## config.mk

```make
export PLATFORM = sky130hd
export DESIGN_NAME = ex_hazard_ctrl
export DESIGN_NICKNAME = d
export VERILOG_FILES = /design/src/rtl/ex_hazard_ctrl.sv
export SDC_FILE = /design/constraint.sdc
export NUM_CORES = 1
export LEC_CHECK = 0
export CAP_MARGIN = 20
export CORE_MARGIN = 2
export CORE_UTILIZATION = 45
export CTS_CLUSTER_SIZE = 10
export DETAILED_ROUTE_END_ITERATION = 12
export DONT_BUFFER_PORTS = 1
export PLACE_DENSITY = 0.58
export SKIP_CTS_REPAIR_TIMING = 1
export SYNTH_ARGS = -nofsm -noshare
export SYNTH_HDL_FRONTEND = slang
export SYNTH_SLANG_ARGS = --single-unit
```

## constraint.sdc

```tcl
create_clock -name clk -period 6.8 [get_ports clk]
set_clock_uncertainty 0.2 [all_clocks]
set_input_delay 2.04 -clock clk [delete_from_list [all_inputs] [get_ports clk]]
set_output_delay 2.04 -clock clk [all_outputs]
set_load 0.02 [all_outputs]
```

## src/rtl/ex_hazard_ctrl.sv

```systemverilog
// Execute-stage hazard controller: load-use stalls, taken-branch flushes,
// operand forwarding selects and saturating stall/flush event counters.
module ex_hazard_ctrl #(
  parameter int unsigned LOAD_LAT = 1,
  parameter int unsigned CNT_W    = 32
) (
  input  logic             clk,
  input  logic             reset,
  input  logic             id_valid,
  input  logic [4:0]       id_rs1,
  input  logic [4:0]       id_rs2,
  input  logic             id_uses_rs2,
  input  logic [4:0]       ex_rs1,
  input  logic [4:0]       ex_rs2,
  input  logic [4:0]       ex_rd,
  input  logic             ex_regwrite,
  input  logic             ex_memread,
  input  logic             ex_branch,
  input  logic             ex_zero,
  input  logic [4:0]       mem_rd,
  input  logic [4:0]       wb_rd,
  input  logic             mem_regwrite,
  input  logic             wb_regwrite,
  output logic             pc_write,
  output logic             ifid_write,
  output logic             ifid_flush,
  output logic             idex_bubble,
  output logic             pc_sel,
  output logic [1:0]       fwd_a,
  output logic [1:0]       fwd_b,
  output logic [CNT_W-1:0] stall_cnt,
  output logic [CNT_W-1:0] flush_cnt
);

  localparam int unsigned SL_W = 4;

  localparam logic [1:0] RUN   = 2'd0;
  localparam logic [1:0] STALL = 2'd1;
  localparam logic [1:0] FLUSH = 2'd2;

  logic [1:0]      state, state_nxt;
  logic [SL_W-1:0] stall_left, stall_left_nxt;
  logic            stall_inc, flush_inc;
  logic            br_taken, luh;
  logic            pc_write_raw, ifid_write_raw, ifid_flush_raw, idex_bubble_raw, pc_sel_raw;
  logic [1:0]      fwd_a_raw, fwd_b_raw;

  assign br_taken = ex_branch & ex_zero;
  assign luh      = id_valid & ex_memread & ex_regwrite & (ex_rd != 5'd0) &
                    ((ex_rd == id_rs1) | (id_uses_rs2 & (ex_rd == id_rs2)));

  // Next-state, counter events and ungated control outputs
  always_comb begin
    state_nxt       = state;
    stall_left_nxt  = stall_left;
    stall_inc       = 1'b0;
    flush_inc       = 1'b0;
    pc_write_raw    = 1'b1;
    ifid_write_raw  = 1'b1;
    ifid_flush_raw  = 1'b0;
    idex_bubble_raw = 1'b0;
    pc_sel_raw      = 1'b0;
    case (state)
      RUN: begin
        if (br_taken) begin
          pc_sel_raw      = 1'b1;
          ifid_flush_raw  = 1'b1;
          idex_bubble_raw = 1'b1;
          flush_inc       = 1'b1;
          state_nxt       = FLUSH;
        end else if (luh) begin
          pc_write_raw    = 1'b0;
          ifid_write_raw  = 1'b0;
          idex_bubble_raw = 1'b1;
          stall_inc       = 1'b1;
          if (LOAD_LAT > 1) begin
            state_nxt      = STALL;
            stall_left_nxt = SL_W'(LOAD_LAT - 1);
          end
        end
      end
      STALL: begin
        pc_write_raw    = 1'b0;
        ifid_write_raw  = 1'b0;
        idex_bubble_raw = 1'b1;
        stall_inc       = 1'b1;
        stall_left_nxt  = stall_left - SL_W'(1);
        if (stall_left <= SL_W'(1)) state_nxt = RUN;
      end
      FLUSH: state_nxt = RUN;
      default: state_nxt = RUN;
    endcase
  end

  // MEM result is newer than WB, so it wins
  always_comb begin
    fwd_a_raw = 2'b00;
    fwd_b_raw = 2'b00;
    if (mem_regwrite && (mem_rd != 5'd0) && (mem_rd == ex_rs1))   fwd_a_raw = 2'b10;
    else if (wb_regwrite && (wb_rd != 5'd0) && (wb_rd == ex_rs1)) fwd_a_raw = 2'b01;
    if (mem_regwrite && (mem_rd != 5'd0) && (mem_rd == ex_rs2))   fwd_b_raw = 2'b10;
    else if (wb_regwrite && (wb_rd != 5'd0) && (wb_rd == ex_rs2)) fwd_b_raw = 2'b01;
  end

  // Hold the pipeline frozen and bubbled while reset is asserted
  always_comb begin
    pc_write    = 1'b0;
    ifid_write  = 1'b0;
    ifid_flush  = 1'b1;
    idex_bubble = 1'b1;
    pc_sel      = 1'b0;
    fwd_a       = 2'b00;
    fwd_b       = 2'b00;
    if (reset) begin
      pc_write    = pc_write_raw;
      ifid_write  = ifid_write_raw;
      ifid_flush  = ifid_flush_raw;
      idex_bubble = idex_bubble_raw;
      pc_sel      = pc_sel_raw;
      fwd_a       = fwd_a_raw;
      fwd_b       = fwd_b_raw;
    end
  end

  always_ff @(posedge clk or negedge reset) begin
    if (!reset) begin
      state      <= RUN;
      stall_left <= '0;
    end else begin
      state      <= state_nxt;
      stall_left <= stall_left_nxt;
    end
  end

  // Event counters saturate at all-ones
  always_ff @(posedge clk or negedge reset) begin
    if (!reset) begin
      stall_cnt <= '0;
      flush_cnt <= '0;
    end else begin
      if (stall_inc && (stall_cnt != {CNT_W{1'b1}})) stall_cnt <= stall_cnt + CNT_W'(1);
      if (flush_inc && (flush_cnt != {CNT_W{1'b1}})) flush_cnt <= flush_cnt + CNT_W'(1);
    end
  end

endmodule

```

==> out/summary.log <==
qor: timing.final_slew_viol_count 0
qor: floorplan.core_region_area 7650 µm²
qor: clock_tree.worstSkewPairLatency 0.34 ns
qor: drt.route.detailed.wl_per_inst 16.6 µm
qor: drt.route.detailed.drc 0
qor: clock_tree.clock_net_sink_count 65
qor: critical_path.worstSetupPathDepth 4
qor: global_route.grt_antenna_before_repair 0
qor: synth.synth-edff-count 0
qor: critical_path.path_delay_family simple AND/OR/NAND/NOR gates
qor: floorplan.rows 32
qor: critical_path.cp-start-kind input pin
qor: clock_tree.tritoncts done
qor: final_layout.mostFrequentLayoutCell sky130_fd_sc_hd__dfrtp_1
qor: clock_tree.tritoncts.num_buffers 9
qor: critical_path.cpMaxStageDelayCell sky130_fd_sc_hd__or4_2
qor: critical_path.timing.reg2reg.worst_path_depth 7
qor: drt.drtPass1Iterations 5
qor: final_layout.fin_cells 462
qor: timing.final_hold_viol_count 0
qor: critical_path.worstPathCellList or4_2 > o211ai_1 > or2_1 > and2_2
qor: synth.postSynthAreaPerCell 10.1 µm²
qor: synth.synthCells 348
qor: critical_path.worstSetupStartpoint ex_rd[1]
qor: final_layout.antennaDiodeCount 0
qor: floorplan.initial_core_utilization 45.9%
qor: critical_path.worstPathRequired 4.56 ns
qor: drt.postRouteWirelength 7680 µm
qor: pwr.worst_ir_drop_vdd 0.120 mV
qor: clock_tree.cts.htree.levels 3
qor: floorplan.die-area 8520 µm²
qor: drt.vias 2578
qor: global_route.grt_pass1_vias 2601
qor: global_route.grt_start_max_net_pins 72
qor: synth.netlist_area_before_placement 3510 µm²
qor: timing.setup_viol 0
qor: min_path.hp-class register to register
qor: final_layout.mostFrequentLayoutCells sky130_fd_sc_hd__dfrtp_1, sky130_fd_sc_hd__xnor2_1, sky130_fd_sc_hd__xor2_1
qor: synth.synth_flop_cell sky130_fd_sc_hd__dfrtp_1
qor: clock_tree.cts_max_path_buffers 2
qor: synth.mappedNetlistNets 395
qor: timing.setup_tns 0 ns
qor: drt.route.detailed.vias_per_inst 5.58
qor: placement.place_ws 0.922 ns
qor: run.cap_violations 0
qor: timing.achievable-frequency 170 MHz
qor: placement.numPortBuffers 0
qor: synth.sequential_element_share_of_the_synthesized_area 46.4%
qor: drt.dr.first_iter.drc_count 61
qor: global_route.globalRouteTotalUtil 18.8%
qor: critical_path.worst-setup-path-type input pin to primary output
qor: clock_tree.clk_root_buffer_cell sky130_fd_sc_hd__clkbuf_8
qor: placement.gp_congestion 0.840
qor: critical_path.timing.critical_path.to ifid_write
qor: synth.synth-async-reset-ratio 100%
qor: placement.dp_hpwl 5600 µm
qor: critical_path.crit-reg2reg-capture flush_cnt[26]
qor: final_layout.fillCellCount 747
qor: outcome.status completed
qor: placement.placedCellCount 445
qor: critical_path.regToRegStartpoint flush_cnt[0]
qor: timing.rsz_0062_raised_after_global_routing no
qor: critical_path.crit_buf_inv 0
qor: synth.distinct_cell_type_count_of_the_synthesized_netlist 39
qor: drt.antenna_left 0
qor: floorplan.die_height 92.3 µm
qor: timing.finalCriticalPeriod 5.87 ns
qor: critical_path.worstSetupEndpointType primary output
qor: synth.yosys_register_bits 65
qor: floorplan.top_level_ports 118
qor: critical_path.critical-path-max-stage-delay 0.67 ns
qor: timing.worst_slew_margin_rel 40.1%
qor: timing.worst_pin_slew 0.889 ns
qor: timing.post-route-period-util 86.3%
qor: critical_path.critical_path_peak_fanout 7
qor: pwr.power_per_cell_area 208 nW/µm²
qor: global_route.globalRouteOverflowTotal 0
qor: clock_tree.clk_transition_reported_paths 0.07 ns
qor: pwr.cellLeakagePower 0.00164 µW
qor: final_layout.design.final.nets 402
qor: final_layout.flow.area_growth_from_synthesis 8.13%
qor: synth.synthesis.yosys.warnings 0
qor: critical_path.critical_path_arrival 3.63 ns
qor: floorplan.die_span_in_x 92.3 µm
qor: global_route.grt_first_pass_wirelength 12600 µm
qor: critical_path.reg2reg_slack 4.06 ns
qor: min_path.worstHoldPathCells 1
qor: timing.final_critical_path_setup_slack 0.934 ns
qor: final_layout.ratio_of_cells_with_drive_above_1_in_the_final_layout 7.50%
[kinds of logic (layout without fill, tap and decap cells)]
| logic type | after synthesis | after routing | share of synthesized area, % |
|---|---|---|---|
| flops | 65 | 65 | 46.4 |
| simple gates | 165 | 165 | 26.0 |
| buf+inv | 13 | 25 | 1.78 |
| compound gates | 12 | 12 | 2.14 |
| fa+ha+maj | 2 | 2 | 0.713 |
| xor+xnor | 90 | 90 | 22.7 |
| mux | 1 | 1 | 0.321 |
[power by group]
| part | total (µW) | leakage, µW | internal, µW | switching, µW |
|---|---|---|---|---|
| logic | 55.3 | 0.000669 | 27.1 | 28.2 |
| registers | 446 | 0.000889 | 402 | 44.2 |
| clock network | 289 | 0.0000850 | 131 | 158 |
| total | 790 | 0.00164 | 560 | 230 |
[layer usage]
| metal | vias to the layer above | GRT usage [%] | part of all wire, % | wire length (µm) |
|---|---|---|---|---|
| met3 | 6 | 9.20 | 8.5 | 656 |
| li1 | 1236 | - | - | - |
| met5 | - | 0 | 0 | 0 |
| met1 | 1256 | 24.1 | 44 | 3380 |
| met4 | 0 | 5.72 | 0.79 | 61 |
| met2 | 80 | 28.2 | 47 | 3590 |
[worst min path at each step]
stage / from / slack [ns] / to
after floorplan: state[1] / 0.28 / state[1]
after global placement: state[1] / 0.35 / state[1]
after detailed placement: state[1] / 0.35 / state[1]
after CTS: state[1] / 0.36 / state[1]
after global routing: state[1] / 0.40 / state[1]
final: state[1] / 0.35 / state[1]
[area by class of cell]
class	instances	area [µm²]	area share [%]
timing repair buffer	3	26.3	0.693
multi-input combinational	270	1820	47.9
sequential	65	1630	42.9
clock inverter	7	47.5	1.25
tap	102	128	3.37
inverter	6	22.5	0.594
clock buffer	9	124	3.27
[cell usage after synthesis (2+ instances only)]
| master | instances | area [µm²] |
|---|---|---|
| sky130_fd_sc_hd__nand3_1 | 29 | 145 |
| sky130_fd_sc_hd__a21oi_1 | 2 | 10.0 |
| sky130_fd_sc_hd__nor3_1 | 11 | 55.1 |
| sky130_fd_sc_hd__ha_1 | 2 | 25.0 |
| sky130_fd_sc_hd__nand4_1 | 20 | 125 |
| sky130_fd_sc_hd__buf_2 | 2 | 10.0 |
| sky130_fd_sc_hd__xnor2_1 | 48 | 420 |
| sky130_fd_sc_hd__nand2_1 | 35 | 131 |
| sky130_fd_sc_hd__and4_1 | 5 | 43.8 |
| sky130_fd_sc_hd__nor2_1 | 14 | 52.6 |
| sky130_fd_sc_hd__or4_1 | 4 | 30.0 |
| sky130_fd_sc_hd__nor4_1 | 13 | 81.3 |
| sky130_fd_sc_hd__xor2_1 | 41 | 359 |
| sky130_fd_sc_hd__dfrtp_1 | 65 | 1630 |
| sky130_fd_sc_hd__clkbuf_1 | 3 | 11.3 |
| sky130_fd_sc_hd__and2_1 | 9 | 56.3 |
| sky130_fd_sc_hd__inv_1 | 6 | 22.5 |
| sky130_fd_sc_hd__o211ai_1 | 2 | 15.0 |
| sky130_fd_sc_hd__and3_1 | 13 | 81.3 |
| sky130_fd_sc_hd__o21ai_0 | 5 | 25.0 |
[registers in the layout, indices dropped and copies added, names as in the netlist]
signal / cells
stall_cnt: 32
state: 1
flush_cnt: 32
[worst register-to-register path: cells and delay by family (launching register included)]
kind          cells  cell delay (ns)
simple gates      5             1.48
fa+ha+maj         1             0.27
xor+xnor          1             0.15
flops             1             0.53
[stage by stage]
stage | power [µW] | area, µm² | hold slack, ns | util, %
2_1_floorplan | 495 | 3510 | 0.279 | -
3_3_place_gp | 507 | 3610 | 0.354 | 47.2
3_5_place_dp | 508 | 3610 | 0.354 | 47.2
4_1_cts | 802 | 3780 | 0.361 | 49.4
5_1_grt | 834 | 3790 | 0.395 | 49.6
6_report | 790 | 3790 | 0.353 | 49.6
(Power assumes the default switching activity.)
